File: config.mk
export PLATFORM = sky130hd
export DESIGN_NAME = pc_fetch_sequencer
export DESIGN_NICKNAME = d
export VERILOG_FILES = /design/src/rtl/pc_fetch_sequencer_pkg.sv /design/src/rtl/pc_fetch_sequencer_reg_nbit.sv /design/src/rtl/pc_fetch_sequencer.sv
export SDC_FILE = /design/constraint.sdc
export NUM_CORES = 1
export LEC_CHECK = 0
export ABC_AREA = 1
export CAP_MARGIN = 20
export CORE_MARGIN = 2
export CORE_UTILIZATION = 38
export CTS_CLUSTER_SIZE = 25
export DETAILED_ROUTE_END_ITERATION = 10
export PLACE_DENSITY = 0.76
export SYNTH_ARGS = -nofsm -noshare
export SYNTH_HDL_FRONTEND = slang
export SYNTH_SLANG_ARGS = --single-unit
File: constraint.sdc
create_clock -name i_clk -period 2 [get_ports i_clk]
set_input_delay 0.5 -clock i_clk [delete_from_list [all_inputs] [get_ports i_clk]]
set_output_delay 0.5 -clock i_clk [all_outputs]
set_load 0.05 [all_outputs]
File: src/rtl/pc_fetch_sequencer_pkg.sv
// Shared definitions for the PC / fetch-phase sequencer: phase encodings,
// default parameter values and the phase-advance helper.
package pc_fetch_sequencer_pkg;

    typedef enum logic [1:0] {
        PH_FETCH   = 2'b00,
        PH_DECODE  = 2'b01,
        PH_EXEC    = 2'b10,
        PH_ILLEGAL = 2'b11
    } phase_e;

    localparam int DEF_WIDTH     = 8;
    localparam int DEF_RESET_VEC = 0;
    localparam int DEF_STEP      = 1;

    // Any unexpected encoding falls back to FETCH so the sequencer self-recovers.
    function automatic phase_e phase_advance(input phase_e cur);
        phase_e nxt;
        case (cur)
            PH_FETCH:  nxt = PH_DECODE;
            PH_DECODE: nxt = PH_EXEC;
            default:   nxt = PH_FETCH;
        endcase
        return nxt;
    endfunction

endpackage

File: src/rtl/pc_fetch_sequencer_reg_nbit.sv
// WIDTH-wide bank of falling-edge flip-flops with asynchronous active-low reset;
// each bit resets to the matching bit of RESET_VAL.
module pc_fetch_sequencer_reg_nbit #(
    parameter int               WIDTH     = 8,
    parameter logic [WIDTH-1:0] RESET_VAL = '0
) (
    input  logic             i_clk,
    input  logic             i_rst_n,
    input  logic [WIDTH-1:0] i_d,
    output logic [WIDTH-1:0] o_q
);

    logic [WIDTH-1:0] r_q;

    always_ff @(negedge i_clk or negedge i_rst_n) begin
        if (!i_rst_n) begin
            r_q <= RESET_VAL;
        end else begin
            r_q <= i_d;
        end
    end

    assign o_q = r_q;

endmodule

File: src/rtl/pc_fetch_sequencer.sv
// Program counter and 3-phase FETCH/DECODE/EXEC sequencer, falling-edge clocked.
// Optional macro BRANCH_REL_EN adds i_rel for PC-relative branches.
module pc_fetch_sequencer
    import pc_fetch_sequencer_pkg::*;
#(
    parameter int WIDTH     = DEF_WIDTH,
    parameter int RESET_VEC = DEF_RESET_VEC,
    parameter int STEP      = DEF_STEP
) (
    input  logic             i_clk,
    input  logic             i_rst_n,
    input  logic             i_en,
    input  logic             i_ld,
`ifdef BRANCH_REL_EN
    input  logic             i_rel,
`endif
    input  logic [WIDTH-1:0] i_ld_val,
    output logic [WIDTH-1:0] o_pc,
    output logic [1:0]       o_phase,
    output logic             o_wrap
);

    logic [1:0]       w_phase_q;
    logic [1:0]       w_phase_d;
    phase_e           w_phase;
    phase_e           w_phase_next;
    logic [WIDTH-1:0] w_pc_q;
    logic [WIDTH-1:0] w_pc_d;
    logic [0:0]       w_wrap_q;
    logic [0:0]       w_wrap_d;
    logic             w_exec_upd;
    logic             w_abs_load;
    logic             w_rel_load;
    logic [WIDTH-1:0] w_addend;
    logic [WIDTH-1:0] w_sum;
    logic             w_carry_out;
    logic             w_overflow;

    assign w_phase = phase_e'(w_phase_q);

    pc_fetch_sequencer_reg_nbit #(
        .WIDTH     (2),
        .RESET_VAL (PH_FETCH)
    ) u_phase_reg (
        .i_clk   (i_clk),
        .i_rst_n (i_rst_n),
        .i_d     (w_phase_d),
        .o_q     (w_phase_q)
    );

    pc_fetch_sequencer_reg_nbit #(
        .WIDTH     (WIDTH),
        .RESET_VAL (WIDTH'(RESET_VEC))
    ) u_pc_reg (
        .i_clk   (i_clk),
        .i_rst_n (i_rst_n),
        .i_d     (w_pc_d),
        .o_q     (w_pc_q)
    );

    pc_fetch_sequencer_reg_nbit #(
        .WIDTH     (1),
        .RESET_VAL (1'b0)
    ) u_wrap_reg (
        .i_clk   (i_clk),
        .i_rst_n (i_rst_n),
        .i_d     (w_wrap_d),
        .o_q     (w_wrap_q)
    );

    always_comb begin
        w_phase_next = w_phase;
        if (w_phase == PH_ILLEGAL) begin
            w_phase_next = PH_FETCH;
        end else if (i_en) begin
            w_phase_next = phase_advance(w_phase);
        end
    end

    assign w_phase_d  = w_phase_next;
    assign w_exec_upd = i_en && (w_phase == PH_EXEC);

    // Without the macro w_rel_load is tied low, so the addend mux folds to STEP.
`ifdef BRANCH_REL_EN
    assign w_rel_load = i_ld & i_rel;
`else
    assign w_rel_load = 1'b0;
`endif
    assign w_abs_load = i_ld & ~w_rel_load;
    assign w_addend   = w_rel_load ? i_ld_val : WIDTH'(STEP);

    always_comb begin
        logic w_carry;
        w_carry = 1'b0;
        w_sum   = '0;
        for (int i = 0; i < WIDTH; i++) begin
            w_sum[i] = w_pc_q[i] ^ w_addend[i] ^ w_carry;
            w_carry  = (w_pc_q[i] & w_addend[i]) | (w_carry & (w_pc_q[i] ^ w_addend[i]));
        end
        w_carry_out = w_carry;
        w_overflow  = (w_pc_q[WIDTH-1] == w_addend[WIDTH-1]) &&
                      (w_sum[WIDTH-1] != w_pc_q[WIDTH-1]);
    end

    // WRAP survives only a stall; any other non-update edge clears it.
    always_comb begin
        w_pc_d   = w_pc_q;
        w_wrap_d = w_wrap_q;
        if (w_exec_upd) begin
            if (w_abs_load) begin
                w_pc_d   = i_ld_val;
                w_wrap_d = 1'b0;
            end else begin
                w_pc_d   = w_sum;
                w_wrap_d = w_rel_load ? w_overflow : w_carry_out;
            end
        end else if (i_en) begin
            w_wrap_d = 1'b0;
        end
    end

    always_comb begin
        o_phase = (w_phase == PH_ILLEGAL) ? PH_FETCH : w_phase;
        o_pc    = w_pc_q;
        o_wrap  = w_wrap_q[0];
    end

endmodule

==> results.py <==
metrics = {
    "synth": {
        "synth_top_family_by_area": "simple AND/OR/NAND/NOR gates",
        "yosys.area_share.simple_pct": 36.4,
        "synthXorXnorAreaFrac_pct": 1.35,
        "synth-compound-area-share_pct": 1.55,
        "ys_warn_count": 0,
        "synthAdderAreaFrac_pct": 13.5,
        "synth_top_area_cell": "dfrtn_1",
        "synth_seq_cells": 11,
        "syn_area_per_cell_um2": 7.79,
        "syn-cell-area_um2": 647,
        "ys_seq_area_share_pct": 42.6,
        "syn_nets": 102,
        "synthesis.instances": 83,
        "yosysUniqueCellTypes": 13,
        "synth_top_area_share_pct": 42.6,
        "synth_area_leaders": "dfrtn_1 43%, nand2_1 28%, ha_1 14%",
        "synthMuxAreaShare_pct": 0,
    },
    "drt": {
        "drc": 0,
        "met3_length_um": 87,
        "routedWlPerCell_um": 12.4,
        "met1_length_um": 717,
        "drtAntennaViolNets": 0,
        "vias": 721,
        "highest_layer": "met4",
        "wl_um": 1840,
        "dr_wl_met2_um": 989,
        "avgViaCountPerCell": 4.87,
        "dr.pass1.iters": 5,
        "drt-initial-drc-count": 14,
    },
    "global_routing": {
        "grt_use_total_pct": 20.7,
        "antenna_found_initial": 0,
        "overflow": 0,
        "grt_pass1_wl_um": 2900,
        "grt_max_degree": 12,
        "grt_pass1_vias": 663,
    },
    "placed_design": {
        "gp_congestion": 0.801,
        "hpwl_um": 1340,
        "placed_cell_area_mm2": 0.00120,
        "numPortBuffers": 22,
    },
    "pwr": {
        "p_int_mw": 1.11,
        "clkPwrFrac_pct": 8.3,
        "power.density_mw_per_mm2": 1460,
        "p_comb_share_pct": 70.3,
        "peakVddDrop_mv": 1.28,
        "swShare_pct": 43.3,
        "p_leak_nw": 0.703,
        "pwr-share-seq_pct": 21.5,
        "total_power_mw": 1.95,
        "switchingPower_mw": 0.844,
    },
    "die": {
        "core.rowCount": 14,
        "core_mm2": 0.00156,
        "dieArea_mm2": 0.00205,
        "start_util_pct": 41.5,
        "top_level_ports": 23,
        "die_x_um": 45.3,
        "die_h_um": 45.3,
    },
    "cts": {
        "htreeDepth": 1,
        "cts-root-buf": "clkbuf_4",
        "clock_path_buffers": 2,
        "clk_latency_ns": 0.28,
        "cts_tree": "yes",
        "path_clk_slew_ns": 0.05,
        "clkSinkCount": 11,
        "cts_buffers": 3,
        "postCtsHoldBufs": 0,
    },
    "critical_path": {
        "critical-path-top-delay-family": "flip-flops",
        "cp_cell_sequence": "inv_2, nand2_4, clkinvlp_4, buf_12",
        "cp_max_fo": 3,
        "path_buf_inv": 3,
        "criticalPathCategory": "flop to output pin",
        "arrival_ns": 2.12,
        "slowest_stage": "dfrtn_1",
        "critPathMaxStageDelay_ns": 0.43,
        "cp.required_ns": 1.50,
        "end_kind": "output pin",
        "cp-start-kind": "flop",
    },
    "final_layout": {
        "antenna_cells": 0,
        "fin_nets": 152,
        "drive_above_1_share_pct": 42.4,
        "syn2layout_area_growth_pct": 106,
        "final_util_pct": 85.4,
        "fillCellCount": 81,
        "fin_area_mm2": 0.00133,
    },
    "outcome": {
        "status": "finished, violations left",
        "violations": "negative setup slack",
    },
    "timing": {
        "setup_viol": 12,
        "worst_pin_slew_ns": 0.205,
        "hold_viol_final": 0,
        "final_max_slew_viol_count": 0,
        "setup_ws_ns": -0.617,
        "setup_tns_ns": -4.89,
        "skew_ns": 0.000484,
        "slew-limit-headroom_pct": 86.3,
        "rsz0062_at_grt": "yes",
    },
    "hold_path": {
        "min_path_type": "flop to flop",
    },
    "flow_run": {
        "drv_cap": 0,
    },
}
Yosys cell counts (all sizes together):
cell type	n
buf	2
nor2	6
inv	4
dfrtn	11
nand2	49
ha	7
o21ai	2
nand3	1
xnor2	1
area by class of cell:
| type | count | area [um2] | area share, % |
|---|---|---|---|
| inverter | 4 | 21.3 | 1.60 |
| timing repair buffer | 47 | 544 | 40.9 |
| multi-input combinational | 66 | 444 | 33.4 |
| sequential | 11 | 275 | 20.7 |
| clock buffer | 4 | 26.3 | 1.97 |
| tap | 16 | 20.0 | 1.50 |
state kept, by name, summed over array words and instances, names as in the netlist:
name,flops
u_pc_reg.o_q,8
u_wrap_reg.o_q,1
u_phase_reg.o_q,2
cells by family after synthesis:
logic type / after synthesis
flops: 11
fa+ha+maj: 7
simple gates: 56
xor+xnor: 1
buf+inv: 6
compound gates: 2
routing by layer:
metal / up-vias / track usage, %
met2: 31 / 35.7
li1: 356 / -
met5: - / 0
met4: 0 / 12.4
met3: 5 / 2.40
met1: 329 / 24.4
placed cells by master (no fill, tap or decap), types with 2 or more instances in the layout:
cell	Yosys	final
nand2_1	48	48
buf_4	2	20
buf_12	0	12
dfrtn_1	11	11
ha_4	0	7
nor2_1	5	4
clkdlybuf4s50_1	0	4
dlymetal6s2s_1	0	4
buf_6	0	4
clkbuf_4	0	3
inv_2	3	2
o21ai_1	1	2
clkbuf_2	0	2
per-stage QoR:
stage               setup WS (ns)  hold WS, ns  std cells
floorplan                  -0.322        0.422         83
global placement           -0.557        0.426        135
detailed placement         -0.590        0.444        135
CTS                        -0.617        0.455        142
global route               -0.661        0.467        148
finish                     -0.617        0.450        148
worst reg2reg max path, cell delays in order, from the launching register on:
cell     delay (ns)
dfrtn_1        0.38
buf_4          0.15
buf_6          0.11
ha_4           0.15
ha_4           0.15
ha_4           0.16
ha_4           0.16
ha_4           0.15
ha_4           0.15
ha_4           0.20
nand2_1        0.05
nand2_1        0.04
nand2_1        0.06
nand2_1        0.04
final timing paths:
path                            cells after the start  slack, ns               start            endpoint
worst max-delay path                                4      -0.62  u_phase_reg.o_q[0]          o_phase[1]
worst min-delay path                                1       0.45  u_phase_reg.o_q[1]  u_phase_reg.o_q[0]
worst max register to register                     13      -0.10     u_pc_reg.o_q[1]     u_pc_reg.o_q[7]
worst min register to register                      1       0.45  u_phase_reg.o_q[1]  u_phase_reg.o_q[0]
max in group asynchronous                           2       0.44             i_rst_n     u_pc_reg.o_q[2]
min in group asynchronous                           2       1.42             i_rst_n     u_pc_reg.o_q[7]
what timing repair did:
action | CTS | global route
pin swaps | 2 | 6
buffers inserted | 3 | 6
setup endpoints to repair | 22 | 20
gates resized for setup | 11 | 8
power by group through the flow:
| stage | Combinational (mW) | Sequential (mW) | Clock [mW] |
|---|---|---|---|
| after global routing | 1.46 | 0.428 | 0.178 |
| after floorplan | 0.305 | 0.680 | 0 |
| after CTS | 1.30 | 0.418 | 0.159 |
| final | 1.37 | 0.418 | 0.161 |
| after global placement | 1.18 | 0.414 | 0 |
| after detailed placement | 1.22 | 0.416 | 0 |
Power figures use the tool's default switching activity.
